## src/rtl/mem_port_arbiter.sv

```systemverilog
// mem_port_arbiter: shares one variable-latency memory port between the
// instruction-fetch and data ports, alternating priority under contention,
// with a stall output and a sticky memory timeout error.
module mem_port_arbiter #(
  parameter int TIMEOUT = 255,
  parameter int CW      = 8
) (
  input  logic        clk,
  input  logic        nreset,
  input  logic        clk_en,
  input  logic        if_en,
  input  logic [31:0] if_addr,
  output logic [31:0] if_rdata,
  output logic        if_valid,
  input  logic        dm_read,
  input  logic        dm_write,
  input  logic [31:0] dm_addr,
  input  logic [31:0] dm_wdata,
  input  logic [1:0]  dm_size,
  output logic [31:0] dm_rdata,
  output logic        dm_valid,
  output logic        mem_req,
  output logic        mem_we,
  output logic [31:0] mem_addr,
  output logic [31:0] mem_wdata,
  output logic [1:0]  mem_size,
  input  logic        mem_ack,
  input  logic [31:0] mem_rdata,
  output logic        stall,
  output logic        err_timeout
);

  typedef enum logic [1:0] {ST_IDLE, ST_WAIT, ST_RESP, ST_ERROR} state_t;

  // The counter holds the number of WAIT cycles already completed, so the
  // error trips on the edge that ends WAIT cycle number TIMEOUT.
  localparam logic [CW-1:0] CNT_LAST = CW'(TIMEOUT - 1);

  state_t        state_q;
  logic          last_dm_q;
  logic          owner_dm_q;
  logic [CW-1:0] cnt_q;
  logic          mem_req_q, mem_we_q;
  logic [31:0]   mem_addr_q, mem_wdata_q;
  logic [1:0]    mem_size_q;
  logic [31:0]   if_rdata_q, dm_rdata_q;
  logic          if_valid_q, dm_valid_q;
  logic          err_q;

  logic dm_req;
  logic any_req;
  logic grant_dm_d;
  logic stall_d;

  assign dm_req  = dm_read | dm_write;
  assign any_req = if_en | dm_req;

  // Data wins when it is the only requester or when IF was granted last.
  assign grant_dm_d = dm_req & (~if_en | ~last_dm_q);

  // Stall: pending request in IDLE, always in WAIT/ERROR, and in RESP only
  // when the port that is not being answered is still waiting.
  always_comb begin
    stall_d = 1'b0;
    case (state_q)
      ST_IDLE: stall_d = any_req;
      ST_RESP: stall_d = owner_dm_q ? if_en : dm_req;
      default: stall_d = 1'b1;
    endcase
  end

  // Arbitration FSM with all memory-side and response outputs registered.
  always_ff @(posedge clk or negedge nreset) begin
    if (!nreset) begin
      state_q     <= ST_IDLE;
      last_dm_q   <= 1'b0;
      owner_dm_q  <= 1'b0;
      cnt_q       <= '0;
      mem_req_q   <= 1'b0;
      mem_we_q    <= 1'b0;
      mem_addr_q  <= '0;
      mem_wdata_q <= '0;
      mem_size_q  <= '0;
      if_rdata_q  <= '0;
      dm_rdata_q  <= '0;
      if_valid_q  <= 1'b0;
      dm_valid_q  <= 1'b0;
      err_q       <= 1'b0;
    end else if (clk_en) begin
      if_valid_q <= 1'b0;
      dm_valid_q <= 1'b0;
      case (state_q)
        ST_IDLE: begin
          if (any_req) begin
            owner_dm_q <= grant_dm_d;
            last_dm_q  <= grant_dm_d;
            mem_req_q  <= 1'b1;
            cnt_q      <= '0;
            if (grant_dm_d) begin
              mem_we_q    <= dm_write;
              mem_addr_q  <= dm_addr;
              mem_wdata_q <= dm_wdata;
              mem_size_q  <= dm_size;
            end else begin
              mem_we_q    <= 1'b0;
              mem_addr_q  <= if_addr;
              mem_wdata_q <= '0;
              mem_size_q  <= 2'b10;
            end
            state_q <= ST_WAIT;
          end
        end
        ST_WAIT: begin
          if (mem_ack) begin
            mem_req_q <= 1'b0;
            cnt_q     <= '0;
            if (owner_dm_q) begin
              dm_rdata_q <= mem_we_q ? 32'h0 : mem_rdata;
              dm_valid_q <= 1'b1;
            end else begin
              if_rdata_q <= mem_rdata;
              if_valid_q <= 1'b1;
            end
            state_q <= ST_RESP;
          end else if (cnt_q == CNT_LAST) begin
            mem_req_q <= 1'b0;
            err_q     <= 1'b1;
            state_q   <= ST_ERROR;
          end else begin
            cnt_q <= cnt_q + 1'b1;
          end
        end
        ST_RESP: begin
          state_q <= ST_IDLE;
        end
        default: begin
          state_q <= ST_ERROR;
        end
      endcase
    end
  end

  assign if_rdata    = if_rdata_q;
  assign if_valid    = if_valid_q;
  assign dm_rdata    = dm_rdata_q;
  assign dm_valid    = dm_valid_q;
  assign mem_req     = mem_req_q;
  assign mem_we      = mem_we_q;
  assign mem_addr    = mem_addr_q;
  assign mem_wdata   = mem_wdata_q;
  assign mem_size    = mem_size_q;
  assign stall       = stall_d;
  assign err_timeout = err_q;

endmodule

```

## config.mk

```make
export PLATFORM = sky130hd
export DESIGN_NAME = mem_port_arbiter
export DESIGN_NICKNAME = d
export VERILOG_FILES = /design/src/rtl/mem_port_arbiter.sv
export SDC_FILE = /design/constraint.sdc
export NUM_CORES = 1
export LEC_CHECK = 0
export BUFFER_PORTS_ARGS = -buffer_cell sky130_fd_sc_hd__buf_2
export CAP_MARGIN = 30
export CORE_MARGIN = 8
export CORE_UTILIZATION = 47
export CTS_CLUSTER_DIAMETER = 150
export DETAILED_ROUTE_END_ITERATION = 16
export PLACE_DENSITY = 0.9
export SYNTH_ARGS = -nofsm -noshare
export SYNTH_HDL_FRONTEND = slang
export SYNTH_SLANG_ARGS = --single-unit
```

## constraint.sdc

```tcl
create_clock -name clk -period 2.2 [get_ports clk]
set_clock_uncertainty 0.15 [all_clocks]
set_input_delay 0.55 -clock clk [delete_from_list [all_inputs] [get_ports clk]]
set_output_delay 0.55 -clock clk [all_outputs]
set_load 0.01 [all_outputs]
```

Word-level counts from Yosys, hierarchy flattened
Cells that the tools add are included.
{ "classes": {"n_addsub": 1, "bitwise": 7, "reduce_logical": 9, "n_eq_ne": 6, "mux": 25} }
{ "op_table": {"columns": ["cell", "n"], "rows": [
  ["2-to-1 mux 32 bit", 3],
  ["2-to-1 mux 8 bit", 3],
  ["AND reduction 4 bit", 5],
  ["one-hot mux 8 bit (2 select lines)", 1],
  ["2-to-1 mux 1 bit", 11],
  ["adder 8 x 1 -> 8 bit, second input constant", 1],
  ["equality test 8 bit, second input constant", 1],
  ["2-to-1 mux 2 bit", 4],
  ["inequality test 3 bit, second input constant", 2],
  ["one-hot mux 2 bit (3 select lines)", 1],
  ["AND reduction 3 bit", 2],
  ["one-hot mux 1 bit (2 select lines)", 2],
  ["NOT 1 bit", 3],
  ["bitwise OR 1 bit", 3],
  ["equality test 2 x 1 -> 1 bit, second input constant", 1],
  ["equality test 2 bit, second input constant", 1],
  ["zero test 2 bit", 1],
  ["inequality test 2 bit, second input constant", 1],
  ["nonzero test 2 bit", 1],
  ["AND 1 bit", 1]
]} }
{ "totals": {"reg_bits": 146} }

Logic depth before layout (Yosys ltp)
{ "logic_depth": {"depth_word": 4, "mapped_depth": 7, "ltp_nobuf": 6} }

Worst setup path before layout
No wires, ideal clock.
{ "synth_timing": {"kind": "input -> register", "start": "input port dm_write", "end": "register owner_dm_q", "setup_ns": 0.125, "slack_ns": 0.252, "stages": 5, "arrival_ns": 1.673, "cell_sequence": "or3_1 > nand3b_1 > buf_4 > buf_4 > mux2_2"} }
{ "synth_between": {"elab_chain_len": 3, "word_cells_on_any_way": 4} }
{ "synth_lines": {"columns": ["element", "line", "text"], "rows": [
  ["start, declared", "16", "input logic dm_write,"],
  ["bitwise OR 1 bit *", "55", "assign dm_req = dm_read | dm_write;"],
  ["bitwise OR 1 bit", "56", "assign any_req = if_en | dm_req;"],
  ["AND reduction 3 bit (no source line)", null, null],
  ["end signal, assigned", "95", "owner_dm_q <= grant_dm_d;"],
  ["end, declared", "41", "logic owner_dm_q;"]
]} }
Every way passes the cells marked *; elsewhere a longest branch is shown, timed or not.
A chain may end at the register's enable or synchronous reset.

Final worst setup path
{ "layout_timing": {"start": "input port dm_write", "end": "output port stall"} }
{ "layout_between": {"elab_chain_len": 3, "word_cells_on_any_way": 4} }
{ "layout_lines": {"columns": ["element", "line", "text"], "rows": [
  ["bitwise OR 1 bit *", "55", null],
  ["2-to-1 mux 1 bit or bitwise OR 1 bit (tied branches)", "67, 56", null],
  ["one-hot mux 1 bit (2 select lines) *", "65", "case (state_q)"],
  ["end, declared", "29", "output logic stall,"]
]} }
Marked as above.

==> summary.txt <==
Status
  – Status: completed

Pwr
  – Max VDD drop: 0.676 mV
  – Leak Pwr: 4.50 nW
  – Int Pwr: 7.55 mW
  – Logic pwr share: 35.8%
  – Switching Fraction: 35.1%
  – Clock power share: 25.5%
  – Sw Pwr: 4.08 mW
  – Pwr Density: 1370 mW/mm^2
  – Sequential share of power: 38.7%

Die
  – Die area: 0.0171 sq mm
  – Row Count: 42
  – Die Height: 131 microns
  – Initial Utilization: 47.4%
  – Core box area: 0.0130 sq mm
  – Die W: 131 microns
  – I/O Pins: 273

CTS
  – TritonCTS clock tree: done
  – Clock buffer depth: 2
  – Clock sinks: 146
  – Max H-tree Level: 4
  – Num CTS Buffers: 17
  – Worst skew pair latency: 410 ps
  – Reg clk slew, reported paths: 60 ps
  – CTS Root Cell: clkbuf_16

Setup path
  – Startpoint class of the critical path: primary input
  – Critical path capture point type: primary output
  – Crit Path Max Fanout: 4
  – Crit-path most repeated cell: buf_2
  – Critical path class: in2out
  – CP arrival: 1440 ps
  – Slowest CP cell: or3_1
  – WP data required: 1500 ps
  – Flop2flop setup slack: 250 ps
  – Crit path cell chain: buf_2 > or3_1 > a21o_1 > buf_2
  – Slowest stage delay, CP: 430 ps
  – WP buf/inv: 2
  – Kind of cell adding the most delay to the critical path: simple AND/OR/NAND/NOR gates

Logic synthesis
  – Post-synthesis sequential area ratio: 59.1%
  – Post-synth EDFFs: 0
  – Post-synth top area cell: dfrtp_1
  – Net count after synthesis: 723
  – Syn avg cell area: 10.6 sq um
  – Ys async rst share: 100%
  – Synth Warn #: 0
  – Synth cell count leaders: dfrtp_1, nand2_1, o21ai_0
  – Synthesized area: 0.00618 sq mm
  – Ys flop type: dfrtp_1
  – Top cells by area, synth: dfrtp_1, nand2_1, o21ai_0, mux2_2, mux2i_1
  – Synth Instances: 584
  – Yosys reg bits: 146
  – Number of distinct library cells after synthesis: 43
  – Share of the synthesized area in the top cell type: 59.1%

Route
  – DR vias: 5,238
  – Vias per cell: 5.00
  – Drt pass-1 iters: 5
  – DRC violations left: 0
  – Post-Route WL: 17,500 microns
  – Initial DRC count: 211
  – Avg WL per Cell: 16.7 microns
  – Post-route ant nets: 0

GRT
  – Initial antenna violation count: 0
  – First-pass GRT wire length: 27,300 microns
  – Grt ovf: 0
  – Vias in the first global route: 5,511
  – Pin count of the biggest net entering global routing: 66
  – Total GRT Usage: 20.8%

Layout
  – Filler cell count: 1,020
  – Layout cells sized above 1: 41.3%
  – N_diodes: 0
  – Fin nets: 998
  – Synth-to-Final Area Change: 37.3%
  – Finished Core Util: 65.1%

Timing
  – Final hold viol count: 0
  – Post-route clock period utilization: 97.1%
  – Max-slew violations: 0
  – RSZ-0062 raised after global routing: no
  – Worst setup margin: 63.3 ps
  – Setup-failing EPs final: 0
  – Setup TNS: 0 ps
  – Minimum clock period: 2140 ps
  – Max Fclk: 0.468 GHz
  – Slew HR: 69.3%
  – Tightest Pin Transition: 461 ps

Place
  – GPL Wtd Cong: 0.851
  – I/O Buffers: 272
  – Detail Placement HPWL: 13,200 microns
  – Pre-CTS setup slack: 75.8 ps

Flow run
  – MaxCap Viol Count: 0

Worst hold path
  – Worst Hold Class: in2reg
## worst register-to-register path: stages (launching register included)
cell,delay (ps)
dfrtp_1,430
and2b_2,290
nand2_2,90
nor3b_4,230
buf_12,240
mux2_2,400
## flip-flops by register name, summed over array words and instances (netlist names)
register,count
mem_we,1
dm_valid,1
if_rdata,32
err_timeout,1
state_q,2
mem_req,1
cnt_q,8
if_valid,1
mem_addr,32
owner_dm_q,1
mem_wdata,32
dm_rdata,32
mem_size,2
## what timing repair did
| item | in CTS | in global routing |
|---|---|---|
| setup endpoints to repair | 0 | 1 |
| hold endpoints to repair | 41 | 0 |
| buffers inserted | 0 | 2 |
| hold buffers | 1 | 0 |
| gates resized for setup | 0 | 2 |
## power groups by stage
stage	clock network, mW	registers [mW]	logic (mW)
final	2.96	4.50	4.16
after global routing	3.14	4.66	4.60
after CTS	3.01	4.51	4.20
after detailed placement	0	4.54	4.18
after global placement	0	4.46	4.03
after floorplan	0	5.02	1.65
## layer usage
layer / global-route usage (%) / vias to the layer above / wire length [microns]
met4: 9.86 / 0 / 497
met5: 0 / - / 0
met2: 33.7 / 236 / 8290
met1: 23.4 / 2433 / 6830
li1: - / 2533 / -
met3: 8.69 / 36 / 1900
## final timing paths
check                                   from       endpoint  cells after the start
worst min register to register   dm_rdata[3]    dm_rdata[3]                      2
min in group asynchronous             nreset   dm_rdata[25]                      2
worst max-delay path                dm_write          stall                      4
max in group asynchronous             nreset  mem_wdata[17]                      3
worst min-delay path            dm_wdata[17]  mem_wdata[17]                      3
worst max register to register    state_q[1]    if_rdata[8]                      5
## cells by family after synthesis
kind of cell | synth area share, %
compound gates | 11.0
buf+inv | 3.38
flops | 59.1
fa+ha+maj | 0.405
mux | 11.4
simple gates | 14.8
## metrics by stage
| step | instances | total power [mW] | area (sq um) | hold slack (ps) |
|---|---|---|---|---|
| CTS | 1046 | 11.7 | 8470 | 199 |
| detailed placement | 1013 | 8.72 | 7840 | 314 |
| finish | 1048 | 11.6 | 8490 | 208 |
| global route | 1048 | 12.4 | 8490 | 198 |
| global placement | 1013 | 8.49 | 7840 | 306 |
| floorplan | 584 | 6.67 | 6180 | 104 |
## cells in the final DEF, fill, tap and decap left out, types with 2 or more instances in the layout
| master | netlist | final |
|---|---|---|
| buf_2 | 11 | 271 |
| nand2_1 | 146 | 146 |
| dfrtp_1 | 146 | 145 |
| o21ai_0 | 104 | 104 |
| mux2i_1 | 33 | 33 |
| nand2b_1 | 32 | 32 |
| mux2_2 | 30 | 30 |
| clkbuf_16 | 0 | 17 |
| buf_12 | 0 | 10 |
| buf_4 | 5 | 9 |
| inv_1 | 5 | 5 |
| o21ai_1 | 5 | 5 |
| nor2_1 | 4 | 4 |
| mux2_1 | 3 | 3 |
| nand4_1 | 3 | 3 |
| a21oi_1 | 4 | 3 |
| bufinv_16 | 0 | 3 |
| clkinv_2 | 0 | 3 |
| nor2b_1 | 2 | 2 |
| or3_1 | 2 | 2 |
| a21o_1 | 2 | 2 |
| nand3_1 | 2 | 2 |
| a41oi_1 | 2 | 2 |
| a31oi_1 | 2 | 2 |
| ha_1 | 2 | 2 |
| inv_6 | 0 | 2 |
| clkbuf_8 | 0 | 2 |
| clkinvlp_4 | 0 | 2 |
| clkinv_4 | 0 | 2 |
## layout make-up
class	instances	area [sq um]	share of cell area [%]
inverter	5	18.8	0.221
tap	176	220	2.59
sequential	146	3650	43.1
timing repair buffer	292	1650	19.4
multi-input combinational	397	2340	27.5
clock inverter	12	155	1.83
clock buffer	20	457	5.38
(Power assumes the default switching activity.)
